`config.mk`:
```
export PLATFORM = sky130hd
export DESIGN_NAME = bus_master_arbiter
export DESIGN_NICKNAME = d
export VERILOG_FILES = /design/src/rtl/bus_proto_pkg.sv /design/src/rtl/rr_arbiter.sv /design/src/rtl/bus_master_arbiter.sv
export SDC_FILE = /design/constraint.sdc
export NUM_CORES = 1
export LEC_CHECK = 0
export ABC_AREA = 1
export ABC_CLOCK_PERIOD_IN_PS = 2300
export CAP_MARGIN = 20
export CORE_AREA = 5 5 69 71
export CTS_BUF_LIST = sky130_fd_sc_hd__clkbuf_4
export DETAILED_ROUTE_END_ITERATION = 7
export DIE_AREA = 0 0 74 76
export PLACE_DENSITY = 0.85
export SLEW_MARGIN = 20
export SYNTH_ARGS = -nofsm -noshare
export SYNTH_HDL_FRONTEND = slang
export SYNTH_SLANG_ARGS = --single-unit
```
`constraint.sdc`:
```
create_clock -name clk -period 2.3 [get_ports clk]
set_input_delay 0.575 -clock clk [delete_from_list [all_inputs] [get_ports clk]]
set_output_delay 0.575 -clock clk [all_outputs]
set_load 0.01 [all_outputs]
```
`src/rtl/bus_proto_pkg.sv`:
```
// Shared types and protocol constants for the dValid/dAck byte bus.
// Used by the master arbiter and the bus protocol checkers.
package bus_proto_pkg;

  typedef enum logic [1:0] {
    IDLE,
    VALID,
    GAP
  } bus_state_t;

  localparam int DATA_W    = 8;
  localparam int MIN_VALID = 2;
  localparam int MAX_VALID = 4;

  function automatic int cnt_width(input int max_valid);
    return $clog2(max_valid + 1);
  endfunction

endpackage

```
`src/rtl/rr_arbiter.sv`:
```
// Combinational round-robin pick: first set req bit scanning from ptr.
// The pointer register lives in the parent.
module rr_arbiter #(
  parameter int N_REQ = 4,
  parameter int PW    = (N_REQ > 1) ? $clog2(N_REQ) : 1
) (
  input  logic [N_REQ-1:0] req,
  input  logic [PW-1:0]    ptr,
  output logic [N_REQ-1:0] win,
  output logic             any
);

  logic          found;
  logic [PW-1:0] idx;

  always_comb begin
    win   = '0;
    found = 1'b0;
    idx   = '0;
    any   = |req;
    for (int k = 0; k < N_REQ; k++) begin
      idx = PW'((int'(ptr) + k) % N_REQ);
      if (!found && req[idx]) begin
        win[idx] = 1'b1;
        found    = 1'b1;
      end
    end
  end

endmodule

```
`src/rtl/bus_master_arbiter.sv`:
```
// Round-robin master for the dValid/dAck bus; N_REQ local requesters.
// Define BUS_ARB_TIMEOUT_EN to drop transfers not acked by MAX_VALID.
module bus_master_arbiter #(
  parameter int N_REQ     = 4,
  parameter int DATA_W    = bus_proto_pkg::DATA_W,
  parameter int MIN_VALID = bus_proto_pkg::MIN_VALID,
  parameter int MAX_VALID = bus_proto_pkg::MAX_VALID
) (
  input  logic                    clk,
  input  logic                    reset,
  input  logic [N_REQ-1:0]        req,
  input  logic [N_REQ*DATA_W-1:0] req_data,
  output logic [N_REQ-1:0]        gnt,
  output logic                    dValid,
  output logic [DATA_W-1:0]       data,
  input  logic                    dAck,
  output logic                    busy,
  output logic                    err
);

  import bus_proto_pkg::*;

  localparam int PW = (N_REQ > 1) ? $clog2(N_REQ) : 1;
  localparam int CW = cnt_width(MAX_VALID);
  localparam logic [CW-1:0] CNT_MIN = CW'(MIN_VALID);
  localparam logic [CW-1:0] CNT_MAX = CW'(MAX_VALID);

  bus_state_t        state;
  logic [PW-1:0]     ptr;
  logic [PW-1:0]     widx;
  logic [PW-1:0]     win_idx;
  logic [PW-1:0]     nxt_ptr;
  logic [CW-1:0]     cnt;
  logic [N_REQ-1:0]  win;
  logic [N_REQ-1:0]  widx_oh;
  logic              any;
  logic [DATA_W-1:0] win_data;
  logic              ack_ok;
  logic              tmo;

  rr_arbiter #(
    .N_REQ(N_REQ),
    .PW   (PW)
  ) u_rr (
    .req(req),
    .ptr(ptr),
    .win(win),
    .any(any)
  );

  always_comb begin
    win_idx = '0;
    for (int i = 0; i < N_REQ; i++) begin
      if (win[i]) win_idx = PW'(i);
    end
  end

  assign win_data = req_data[win_idx*DATA_W +: DATA_W];
  assign widx_oh  = N_REQ'(1) << widx;
  assign nxt_ptr  = (widx == PW'(N_REQ - 1)) ? '0 : widx + 1'b1;
  assign ack_ok   = dAck && (cnt >= CNT_MIN);

`ifdef BUS_ARB_TIMEOUT_EN
  assign tmo = !dAck && (cnt == CNT_MAX);
`else
  assign tmo = 1'b0;
`endif

  always_ff @(posedge clk) begin
    if (reset) begin
      state  <= IDLE;
      dValid <= 1'b0;
      data   <= '0;
      gnt    <= '0;
      busy   <= 1'b0;
      err    <= 1'b0;
      ptr    <= '0;
      widx   <= '0;
      cnt    <= '0;
    end else begin
      gnt <= '0;
      err <= 1'b0;
      unique case (state)
        IDLE: begin
          if (any) begin
            state  <= VALID;
            dValid <= 1'b1;
            data   <= win_data;
            widx   <= win_idx;
            cnt    <= CW'(1);
            busy   <= 1'b1;
          end
        end
        VALID: begin
          if (ack_ok) begin
            state  <= GAP;
            dValid <= 1'b0;
            gnt    <= widx_oh;
            ptr    <= nxt_ptr;
          end else if (tmo) begin
            // dropped transfer: no grant, but move past the stuck requester
            state  <= GAP;
            dValid <= 1'b0;
            err    <= 1'b1;
            ptr    <= nxt_ptr;
          end else begin
            err <= dAck;
            if (cnt != CNT_MAX) cnt <= cnt + 1'b1;
          end
        end
        GAP: begin
          state <= IDLE;
          busy  <= 1'b0;
        end
        default: begin
          state  <= IDLE;
          dValid <= 1'b0;
          busy   <= 1'b0;
        end
      endcase
    end
  end

endmodule
```
# After elaboration in Yosys (flattened, before gate mapping)
# Index checks and enable logic that the tools add are counted.
word_totals:
  word_cells: 99
  register_bits: 24
  in_bits: 39
  out_inout_bits: 15
classes:
  shift: 2
  order_cmp: 9
  n_bitwise: 6
  reduce_logical: 22
  addsub: 5
  n_eq_ne: 8
  n_mux: 38
op_table:
  columns: ["operator", "n"]
  rows:
  - ["$shiftx A32 B6 Y8", 1]
  - ["$mux W4", 4]
  - ["$mux W1", 14]
  - ["$lt A2 B3 Y1 const B", 4]
  - ["$or A4 B4 Y4", 3]
  - ["$mux W2", 5]
  - ["$mux W3", 3]
  - ["$bmux W1 S2", 4]
  - ["$demux W1 S2", 4]
  - ["$ge A2 B1 Y1 const B", 4]
  - ["$logic_and A1 B1 Y1", 8]
  - ["$ne A2 B2 Y1 const B", 4]
  - ["$reduce_and A2 Y1", 4]
  - ["$pmux W3 S2", 1]
  - ["$reduce_or A3 Y1", 2]
  - ["$add A2 B1 Y2 const B", 2]
  - ["$add A2 B2 Y2 const B", 2]
  - ["$eq A2 B2 Y1 const B", 2]
  - ["$pmux W2 S2", 1]
  - ["$reduce_and A4 Y1", 1]
  - ["$reduce_or A4 Y1", 1]
  - ["$shl A1 B2 Y4 const A", 1]
  - ["$add A3 B1 Y3 const B", 1]
  - ["$ge A3 B2 Y1 const B", 1]
  - ["9 further kinds", 13]

# Depth between registers and ports, before layout
# Gate-level depths: netlist of run 1.
logic_depth:
  word_depth: 16
  depth_mapped: 17
  depth_no_buf: 17

# Hierarchy
# A second synthesis of run 1 with hierarchy kept.
hier_totals:
  cells_unflattened: 278
  area_unflattened_um2: 1717.9
modules_own_cells:
  columns: ["mod", "n_inst", "area_per_inst_um2", "cells_per_inst", "seq_area_each_um2"]
  rows:
  - ["bus_master_arbiter", 1, 1312.5, 204, 480.5]
  - ["rr_arbiter", 1, 405.4, 74, 0.0]

# Worst setup path after synthesis of run 1
# No wires, ideal clock.
synth_path:
  path_kind: "reg2reg"
  start: "register ptr[0]"
  end: "register data[0]"
  t_arrival_ps: 2087
  setup_time_ps: 109
  n_path_buf: 1
  t_required_ps: 2191
  stages_incl_launch_ff: 17
  setup_slack_ps: 104
  period_less_slack_ps: 2196
  cell_sequence: "dfxtp_1 -> inv_2 -> ha_1 -> inv_1 -> nand3_1 -> nand2_1 -> nand2_4 -> nor2_4 -> nand2_1 -> nand2_2 -> nor2_8 -> buf_4 -> nand3_1 -> nand2_1 -> nand3_1 -> nand2_1 -> inv_1"
synth_between:
  elab_chain_len: 16
  elab_cells_between_ends: 51
  classes_between: "add/sub: 3; order compare: 8; shift: 1; mux: 26; bitwise: 3; reduce/logical: 10"
synth_rtl:
  columns: ["element", "line", "rtl"]
  rows:
  - ["start, declared", "bus_master_arbiter.sv:29", "logic [PW-1:0] ptr;"]
  - ["start signal, assigned", "bus_master_arbiter.sv:99", "ptr <= nxt_ptr;"]
  - ["start signal, assigned", "bus_master_arbiter.sv:105", "ptr <= nxt_ptr;"]
  - ["branches (longest 11 deep; another with $lt A2 B3 Y1)", null, null]
  - ["$mux W4 *", "rr_arbiter.sv:23", "if (!found && req[idx]) begin"]
  - ["$mux W1", "bus_master_arbiter.sv:54", "if (win[i]) win_idx = PW'(i);"]
  - ["$mux W2", "bus_master_arbiter.sv:54", null]
  - ["$mux W2 *", "bus_master_arbiter.sv:54", null]
  - ["$shiftx A32 B6 Y8 *", "bus_master_arbiter.sv:58", "assign win_data = req_data[win_idx*DATA_W +: DATA_W];"]
  - ["end signal, assigned", "bus_master_arbiter.sv:88", "data <= win_data;"]
  - ["end, declared", "bus_master_arbiter.sv:15", "output logic [DATA_W-1:0] data,"]
# Every way passes the cells marked *. The select of a mux whose other input is x is not followed.
# A chain may end at the register's enable or synchronous reset.

# Worst setup path after layout of run 1
layout_path:
  start: "register ptr[0]"
  end: "register data[1]"
# Same word-level chain as after synthesis.

==> results of run 1 <==
==> layout make-up <==
cell class | count | area share
Clock inverter | 1 | 0.0120
Sequential cell | 24 | 0.191
Clock buffer | 3 | 0.00897
Tap cell | 52 | 0.0259
Multi-Input combinational cell | 195 | 0.415
Inverter | 45 | 0.0673
Timing Repair Buffer | 71 | 0.279
==> logic make-up (layout without fill, tap and decap cells) <==
logic type / after synthesis / in the layout / synth area share
simple gates: 154 / 154 / 0.428
buf+inv: 50 / 120 / 0.117
compound gates: 31 / 31 / 0.0999
flops: 24 / 24 / 0.282
fa+ha+maj: 10 / 10 / 0.0734
==> through the flow <==
step                utilization  TNS, ns
CTS                       0.595        0
detailed placement        0.582    -1.73
floorplan                     -        0
global placement          0.582    -1.29
finish                    0.601        0
global route              0.601        0
==> worst paths after layout <==
check / endpoint / slack [ns] / cells past startpoint
hold reg to reg: busy$_SDFFE_PP0P_ / 0.49 / 2
setup reg to reg: data[1]$_SDFFE_PP0P_ / 0.27 / 17
setup / recovery: data[1]$_SDFFE_PP0P_ / 0.27 / 17
hold / removal: busy$_SDFFE_PP0P_ / 0.49 / 2
==> worst max-delay path, stage by stage, from the launching register on <==
cell and delay, ns:
dfxtp_1 0.37, inv_2 0.06, ha_4 0.25, inv_2 0.07, nand3_1 0.07, nand2_1 0.11
nand2_4 0.08, nor2_4 0.12, nand2_1 0.08, inv_2 0.10, nor2_8 0.06, buf_4 0.16
nand2_4 0.12, nand2_1 0.07, nand2_1 0.07, nand3_1 0.07, nand2_1 0.07, inv_1 0.03
==> repair_timing <==
item	CTS	global route
gates resized for setup	0	8
endpoints found under the hold margin	0	0
setup endpoints to repair	0	6
==> synth_stat cells (2+ instances only) <==
cell type	number
ha_1	10
inv_1	40
nand3_1	25
clkbuf_1	3
nand2_1	63
a21oi_1	12
inv_2	4
nand2_2	4
nor3_1	2
nor2_1	43
nor2_4	2
o21ai_0	11
nand3_2	2
nand2_4	4
a211oi_1	3
dfxtp_1	24
nand4_1	6
o21ai_1	2
==> state kept, by name (all words and copies together), names as in the netlist <==
signal,count
busy,1
data,8
widx,2
gnt,4
dValid,1
state,2
cnt,3
err,1
ptr,2
==> power groups by stage <==
stage          logic [uW]  registers (uW)  clock network [uW]
4_1_cts               515             488                 310
2_1_floorplan         275             507                   0
3_5_place_dp          510             496                   0
5_1_grt               580             493                 330
6_report              516             488                 307
3_3_place_gp          500             496                   0
==> routing by layer <==
layer,track usage,vias to the layer above,routed length (um)
li1,-,985,-
met1,0.209,854,1930
met2,0.285,59,2150
met3,0.0515,6,330
met4,0.0254,0,48
met5,0,-,0
==> reports/metrics.cfg, run 1 <==
[logic_synthesis]
ys_seq_elements=24
synth_cell_types=27
async_flop_share=0
syn_nets=318
synth_top_cell_area_share=0.282
syn-cell-area_um2=1700
synth-main-ff-cell=dfxtp_1
seq_area_frac_synth=0.282
syn_area_per_cell_um2=6.34
synth_edf_count=0
syn-instance-count=269
synth_top_area_cell=dfxtp_1
synthTopCellsByArea=dfxtp_1 28%, nand2_1 14%, nor2_1 9.5%, inv_1 8.8%, ha_1 7.3%
ys_warn_count=0

[pwr]
finalPower_uw=1310
leakagePower_uw=0.00128
p_per_area_nw_per_um2=523
p_sw_uw=424
peakVddDrop_mv=0.476
p_comb_frac=0.394
p_clk_frac=0.234
switching_share=0.324
intPower_uw=887
seqPwrFrac=0.372

[final_layout]
nets=389
final_cells=391
seq_area_um2=480
antenna_cells=0
multi_input_area_um2=1040
area_growth_pct=47.3
design_area_um2=2510
fill_cells=383
final_common_cell=nand2_1
drive_gt1_frac=0.136
mostFrequentLayoutCells=61 x nand2_1, 49 x clkdlybuf4s50_1, 43 x nor2_1

[place]
place_area_um2=2430
pre_cts_slack_ns=-0.238
dp_hpwl_mm=3.58
dp_cells=387
place_congestion=0.940
port_buffers=53

[floorplan]
die-area_um2=5620
ioPinCount=54
num_rows=24
dieWidth_um=74
start_util=0.408
core_area_um2=4170
die_y_um=76

[run]
drv_cap=0

[setup_path]
start_kind=register
required_ns=2.53
crit_fanout=9
critPathCaptureType=register
setup.worst_path.class=register to register
cp-startpoint=ptr[0]$_SDFFE_PP0P_
r2r-start=ptr[0]$_SDFFE_PP0P_
critPathArrivalTime_ns=2.27

[timing]
slew_headroom=0.783
fmax_ghz=0.492
hold_slack_ns=0.490
finalHoldViolations=0
finalMaxSlewViolations=0
skew_ns=0.00364
min_period_ns=2.03
setup_viol=0
min_period_over_period=0.884
tightestPinTransition_ns=0.324
rsz0062_at_grt=no
finalWorstSetupSlack_ns=0.267

[global_routing]
first_global_vias=1849
overflow=0
grt.total_usage=0.168
grt_pass1_wl_mm=7.80
grt_max_degree=22
antenna_found_initial=0

[clocking]
cts_buffers=3
clk_latency_ns=0.32
clkTransAtPathRegs_ns=0.14
clockBufferDepth=2
cts_root_buf=clkbuf_4
post_cts_buffers=0
cts.sinks=24
htreeDepth=1
postCtsHoldBufs=0
cts_tree=built

[drt]
via_per_inst=4.87
drtAntennaViolNets=0
first_pass_iters=4
drc_errors=0
finalWirelength_mm=4.46
first_iter_violations=120
wire_per_inst_um=11.4
route.vias.total=1904

[outcome]
outcome=completed

[min_path]
worstHoldPathType=register to register
hold_start=busy$_SDFFE_PP0P_

(Power assumes the default switching activity.)
==> run 2: changes to the inputs <==
--- a/config.mk
+++ b/config.mk
@@ -8,12 +8,13 @@
 export ABC_AREA = 1
 export ABC_CLOCK_PERIOD_IN_PS = 2300
 export CAP_MARGIN = 20
-export CORE_AREA = 5 5 69 71
+export CORE_AREA = 5 5 70 72
 export CTS_BUF_LIST = sky130_fd_sc_hd__clkbuf_4
 export DETAILED_ROUTE_END_ITERATION = 7
-export DIE_AREA = 0 0 74 76
-export PLACE_DENSITY = 0.85
+export DIE_AREA = 0 0 75 77
+export PLACE_DENSITY = 0.83
 export SLEW_MARGIN = 20
 export SYNTH_ARGS = -nofsm -noshare
 export SYNTH_HDL_FRONTEND = slang
+export SYNTH_HIERARCHICAL = 1
 export SYNTH_SLANG_ARGS = --single-unit
==> reports/metrics.cfg, run 2 <==
[final_layout]
fin_util=0.568  ; -0.0331
top_register=data
fill_cells=391  ; +2.1%
antenna_cells=0  ; unchanged
drive_gt1_frac=0.141  ; +0.00503
largest_reg_flops=8  ; unchanged
final_common_cell=nor2_1
design_area_um2=2410  ; -4.1%
reg_top3=data x8, gnt x4, cnt x3
area_growth_pct=42.7
mostFrequentLayoutCells=71 x nor2_1, 62 x nand2_1, 53 x clkdlybuf4s50_1
nets=383  ; -1.5%

[global_routing]
grt_pass1_wl_mm=7.31  ; -6.2%
overflow=0  ; unchanged
antenna_found_initial=0  ; unchanged
grt_max_degree=16  ; -27%
grt.total_usage=0.156  ; -0.0113
first_global_vias=1694  ; -8.4%

[setup_path]
cp_slowest_cell=clkdlybuf4s50_1
critPathArrivalTime_ns=2.34  ; +0.07 ns
path_delay_family=simple AND/OR/NAND/NOR gates
setup.worst_path.class=input port to register
crit_chain=clkdlybuf4s50_1, nand2_1, nand3_2, nand2_4, nand2_4, nor2_4, nand2_1, nand3_2, inv_2, nand2_4, nand2_2, inv_6, nand2_1, o21ai_0, nand2_1, nand2_1, nor2_1
cp_slowest_stage_delay_ns=0.44  ; +0.07 ns
critPathCaptureType=register
start_kind=input port
crit_top_cell=nand2_1
cp_num_buf_inv=3  ; -2
crit_fanout=15  ; +6
required_ns=2.53  ; about the same

[run]
drv_cap=0  ; unchanged

[place]
place_area_um2=2330  ; -4.2%
place_congestion=0.905  ; -3.7%
port_buffers=53  ; unchanged
pre_cts_slack_ns=-0.214  ; +0.0249 ns
dp_hpwl_mm=3.43  ; -4.1%

[floorplan]
die-area_um2=5780  ; +2.7%
core_area_um2=4230  ; +1.4%
ioPinCount=54  ; unchanged
num_rows=24  ; unchanged
dieWidth_um=75  ; +1.4%
die_y_um=77  ; +1.3%
start_util=0.398  ; -0.00993

[pwr]
peakVddDrop_mv=0.307  ; -36%
p_per_area_nw_per_um2=506  ; -3.1%
leakagePower_uw=0.00112  ; -13%

[timing]
finalHoldViolations=0  ; unchanged
slew_headroom=0.818  ; +0.0346
skew_ns=0.0124  ; +0.00876 ns
finalMaxSlewViolations=0  ; unchanged
min_period_over_period=0.918  ; +0.0341
finalWorstSetupSlack_ns=0.189  ; -0.0785 ns
setup_viol=0  ; unchanged
fmax_ghz=0.474  ; -3.7%
min_period_ns=2.11  ; +0.0785 ns
rsz0062_at_grt=no
tightestPinTransition_ns=0.273  ; -0.0512 ns

[clocking]
clk_latency_ns=0.32  ; about the same
htreeDepth=1  ; unchanged
cts_tree=built
cts_root_buf=clkbuf_4
cts.sinks=24  ; unchanged
cts_buffers=3  ; unchanged
post_cts_buffers=0  ; unchanged
clockBufferDepth=2  ; unchanged
clkTransAtPathRegs_ns=0.14  ; about the same
postCtsHoldBufs=0  ; unchanged

[logic_synthesis]
syn_nets=319  ; +0.31%
syn-instance-count=271  ; +0.74%
ys_warn_count=6  ; +6
syn_area_per_cell_um2=6.22  ; -1.8%
syn-cell-area_um2=1690  ; -1.0%

[drt]
drc_errors=0  ; unchanged
first_pass_iters=4  ; unchanged
drtAntennaViolNets=0  ; unchanged
via_per_inst=4.73  ; -3.0%
wire_per_inst_um=11.4  ; +0.14%
finalWirelength_mm=4.41  ; -1.1%
route.vias.total=1824  ; -4.2%
first_iter_violations=101  ; -16%

[min_path]
worstHoldPathType=register to register

[outcome]
outcome=completed

-- run 2: area by class of cell --
class / instances / area, um2 / area share
Tap cell: 52 / 65.1 / 0.0270
Clock buffer: 3 / 22.5 / 0.00936
Multi-Input combinational cell: 212 / 1060 / 0.439
Timing Repair Buffer: 65 / 633 / 0.263
Clock inverter: 1 / 30.0 / 0.0125
Inverter: 29 / 116 / 0.0484
Sequential cell: 24 / 482 / 0.200
-- run 2: worst min-delay path: stages (launching register included) --
cell     delay, ns
dfxtp_1       0.33
o21ai_0       0.07
a21oi_1       0.06
-- run 2: worst paths after layout --
| path | from | endpoint | slack (ns) | cells past startpoint |
|---|---|---|---|---|
| worst min register to register | dValid$_SDFFE_PP0P_ | dValid$_SDFFE_PP0P_ | 0.49 | 2 |
| worst max-delay path | req[3] | data[1]$_SDFFE_PP0P_ | 0.19 | 17 |
| worst max register to register | ptr[0]$_SDFFE_PP0P_ | data[1]$_SDFFE_PP0P_ | 0.24 | 18 |
| worst min-delay path | dValid$_SDFFE_PP0P_ | dValid$_SDFFE_PP0P_ | 0.49 | 2 |
-- run 2: what timing repair did --
action | in CTS | in global routing
pin swaps | 0 | 1
gates resized for setup | 1 | 6
setup endpoints to repair | 1 | 10
-- run 2: per-layer routing --
| layer | up-vias | global-route usage | part of all wire |
|---|---|---|---|
| li1 | 965 | - | - |
| met1 | 799 | 0.201 | 0.43 |
| met2 | 54 | 0.253 | 0.47 |
| met3 | 6 | 0.0379 | 0.081 |
| met4 | 0 | 0.0498 | 0.013 |
| met5 | - | 0 | 0 |
-- run 2: power breakdown --
group / total, uW / switching, uW / internal, uW
logic: 426 / 215 / 211
clock network: 315 / 139 / 176
registers: 477 / 25.0 / 452
-- run 2: stage by stage --
| step | hold WS (ns) | setup TNS [ns] | instances | total power, uW |
|---|---|---|---|---|
| after global placement | 0.458 | -1.13 | 382 | 897 |
| after global routing | 0.532 | 0 | 386 | 1290 |
| after detailed placement | 0.473 | -1.59 | 382 | 905 |
| final | 0.493 | 0 | 386 | 1220 |
| after CTS | 0.493 | 0 | 386 | 1220 |
| after floorplan | 0.447 | 0 | 271 | 725 |
==> run 3: changes to the inputs <==
--- a/config.mk
+++ b/config.mk
@@ -12,7 +12,7 @@
 export CTS_BUF_LIST = sky130_fd_sc_hd__clkbuf_4
 export DETAILED_ROUTE_END_ITERATION = 7
 export DIE_AREA = 0 0 75 77
-export PLACE_DENSITY = 0.83
+export PLACE_DENSITY = 0.8
 export SLEW_MARGIN = 20
 export SYNTH_ARGS = -nofsm -noshare
 export SYNTH_HDL_FRONTEND = slang
==> reports/metrics.cfg, run 3 (synthesis gave the netlist of run 2 again) <==
[final_layout]
antenna_cells=0  ; unchanged
seq_area_um2=482  ; unchanged
top_register=data
drive_gt1_frac=0.138  ; -0.00258
fill_cells=392  ; +0.26%
design_area_um2=2410  ; +0.31%
mostFrequentLayoutCells=71 x nor2_1, 63 x nand2_1, 53 x clkdlybuf4s50_1
reg_top3=data x8, gnt x4, cnt x3
nets=382  ; -0.26%
final_common_cell=nor2_1
area_growth_pct=43.1
fin_util=0.570  ; +0.00177
multi_input_area_um2=1060  ; +0.24%
largest_reg_flops=8  ; unchanged

[setup_path]
required_ns=2.53  ; about the same
cp-startpoint=req[3]
r2r-start=ptr[0]$_SDFFE_PP0P_
critPathArrivalTime_ns=2.38  ; +0.04 ns
crit_chain=clkdlybuf4s50_1, nand2_1, nand3_2, nand2_4, nand2_4, nor2_4, nand2_1, nand3_1, inv_2, nand2_2, clkinv_4, nor2_1, nor2_1, nor2_1, nor2_1
cp_slowest_cell=clkdlybuf4s50_1
crit_top_cell=nor2_1
setup.worst_path.class=input port to register
crit_fanout=15  ; unchanged
cp_num_buf_inv=3  ; unchanged
path_delay_family=simple AND/OR/NAND/NOR gates
start_kind=input port
critPathCaptureType=register
reg2reg_slack_ns=0.22  ; -0.02 ns
cp_slowest_stage_delay_ns=0.45  ; about the same

[drt]
drc_errors=0  ; unchanged
first_iter_violations=79  ; -22%
drtAntennaViolNets=0  ; unchanged
first_pass_iters=4  ; unchanged
finalWirelength_mm=4.41  ; +0.14%
route.vias.total=1813  ; -0.60%
wire_per_inst_um=11.5  ; +0.40%
via_per_inst=4.71  ; -0.34%

[timing]
skew_ns=0.00539  ; -0.00702 ns
rsz0062_at_grt=yes
tns_ns=0  ; unchanged
finalMaxSlewViolations=0  ; unchanged
min_period_over_period=0.934  ; +0.0162
tightestPinTransition_ns=0.356  ; +0.0828 ns
setup_viol=0  ; unchanged
min_period_ns=2.15  ; +0.0373 ns
fmax_ghz=0.465  ; -1.7%
slew_headroom=0.762  ; -0.0557
finalHoldViolations=0  ; unchanged

[clocking]
htreeDepth=1  ; unchanged
clkTransAtPathRegs_ns=0.14  ; about the same
cts_buffers=3  ; unchanged
postCtsHoldBufs=0  ; unchanged
post_cts_buffers=0  ; unchanged
cts_root_buf=clkbuf_4
clk_latency_ns=0.32  ; about the same
clockBufferDepth=2  ; unchanged
cts_resized=0  ; -1
cts_tree=built
cts.sinks=24  ; unchanged

[pwr]
leakagePower_uw=0.00112  ; +0.44%
p_per_area_nw_per_um2=505  ; -0.37%
peakVddDrop_mv=0.336  ; +9.5%

[floorplan]
ioPinCount=54  ; unchanged
die_y_um=77  ; unchanged
num_rows=24  ; unchanged
dieWidth_um=75  ; unchanged
start_util=0.398  ; unchanged
core_area_um2=4230  ; unchanged
die-area_um2=5780  ; unchanged

[global_routing]
grt.total_usage=0.153  ; -0.00362
grt_pass1_wl_mm=7.23  ; -1.1%
overflow=0  ; unchanged
grt_max_degree=21  ; +5
antenna_found_initial=0  ; unchanged
first_global_vias=1755  ; +3.6%

[outcome]
outcome=completed

[min_path]
hold_start=busy$_SDFFE_PP0P_
worstHoldPathType=register to register

[run]
drv_cap=0  ; unchanged

[place]
place_congestion=0.846  ; -6.5%
dp_hpwl_mm=3.39  ; -1.2%
port_buffers=53  ; unchanged
place_area_um2=2330  ; +0.22%

-- run 3: worst paths after layout --
check,depth (start not counted),end
hold / removal,2,busy$_SDFFE_PP0P_
hold reg to reg,2,busy$_SDFFE_PP0P_
setup reg to reg,16,data[6]$_SDFFE_PP0P_
setup / recovery,15,data[6]$_SDFFE_PP0P_
-- run 3: where the power goes --
part	total [uW]	internal [uW]	switching (uW)	leakage (uW)
combinational	431	214	217	0.000894
sequential	478	452	25.5	0.000198
clock	309	176	133	0.0000279
total	1220	842	376	0.00112
-- run 3: tightest hold or removal path: cells and delay by family (launching register included) --
kind | cells | cell delay [ns]
DFF | 1 | 0.34
and+or+nand+nor | 1 | 0.06
AOI/OAI and AO/OA | 1 | 0.06
-- run 3: cell type report --
class / count / share of cell area
multi-input cells: 212 / 0.439
clock inverters: 1 / 0.0124
inverters: 29 / 0.0482
well taps: 52 / 0.0270
flip-flops and latches: 24 / 0.200
repair buffers: 64 / 0.264
clock buffers: 3 / 0.00933
-- run 3: per-layer routing --
metal / vias up / GRT usage / part of all wire
li1: 969 / - / -
met1: 799 / 0.196 / 0.45
met3: 2 / 0.0379 / 0.063
met2: 43 / 0.256 / 0.48
met5: - / 0 / 0
met4: 0 / 0.0285 / 0.0032
-- run 3: per-stage QoR --
step	total power, uW	instances	setup slack [ns]	hold slack, ns
2_1_floorplan	725	271	0.0232	0.447
3_3_place_gp	902	381	-0.183	0.457
3_5_place_dp	909	381	-0.227	0.466
4_1_cts	1220	385	0.0379	0.484
5_1_grt	1290	385	-0.0264	0.518
6_report	1220	385	0.152	0.485
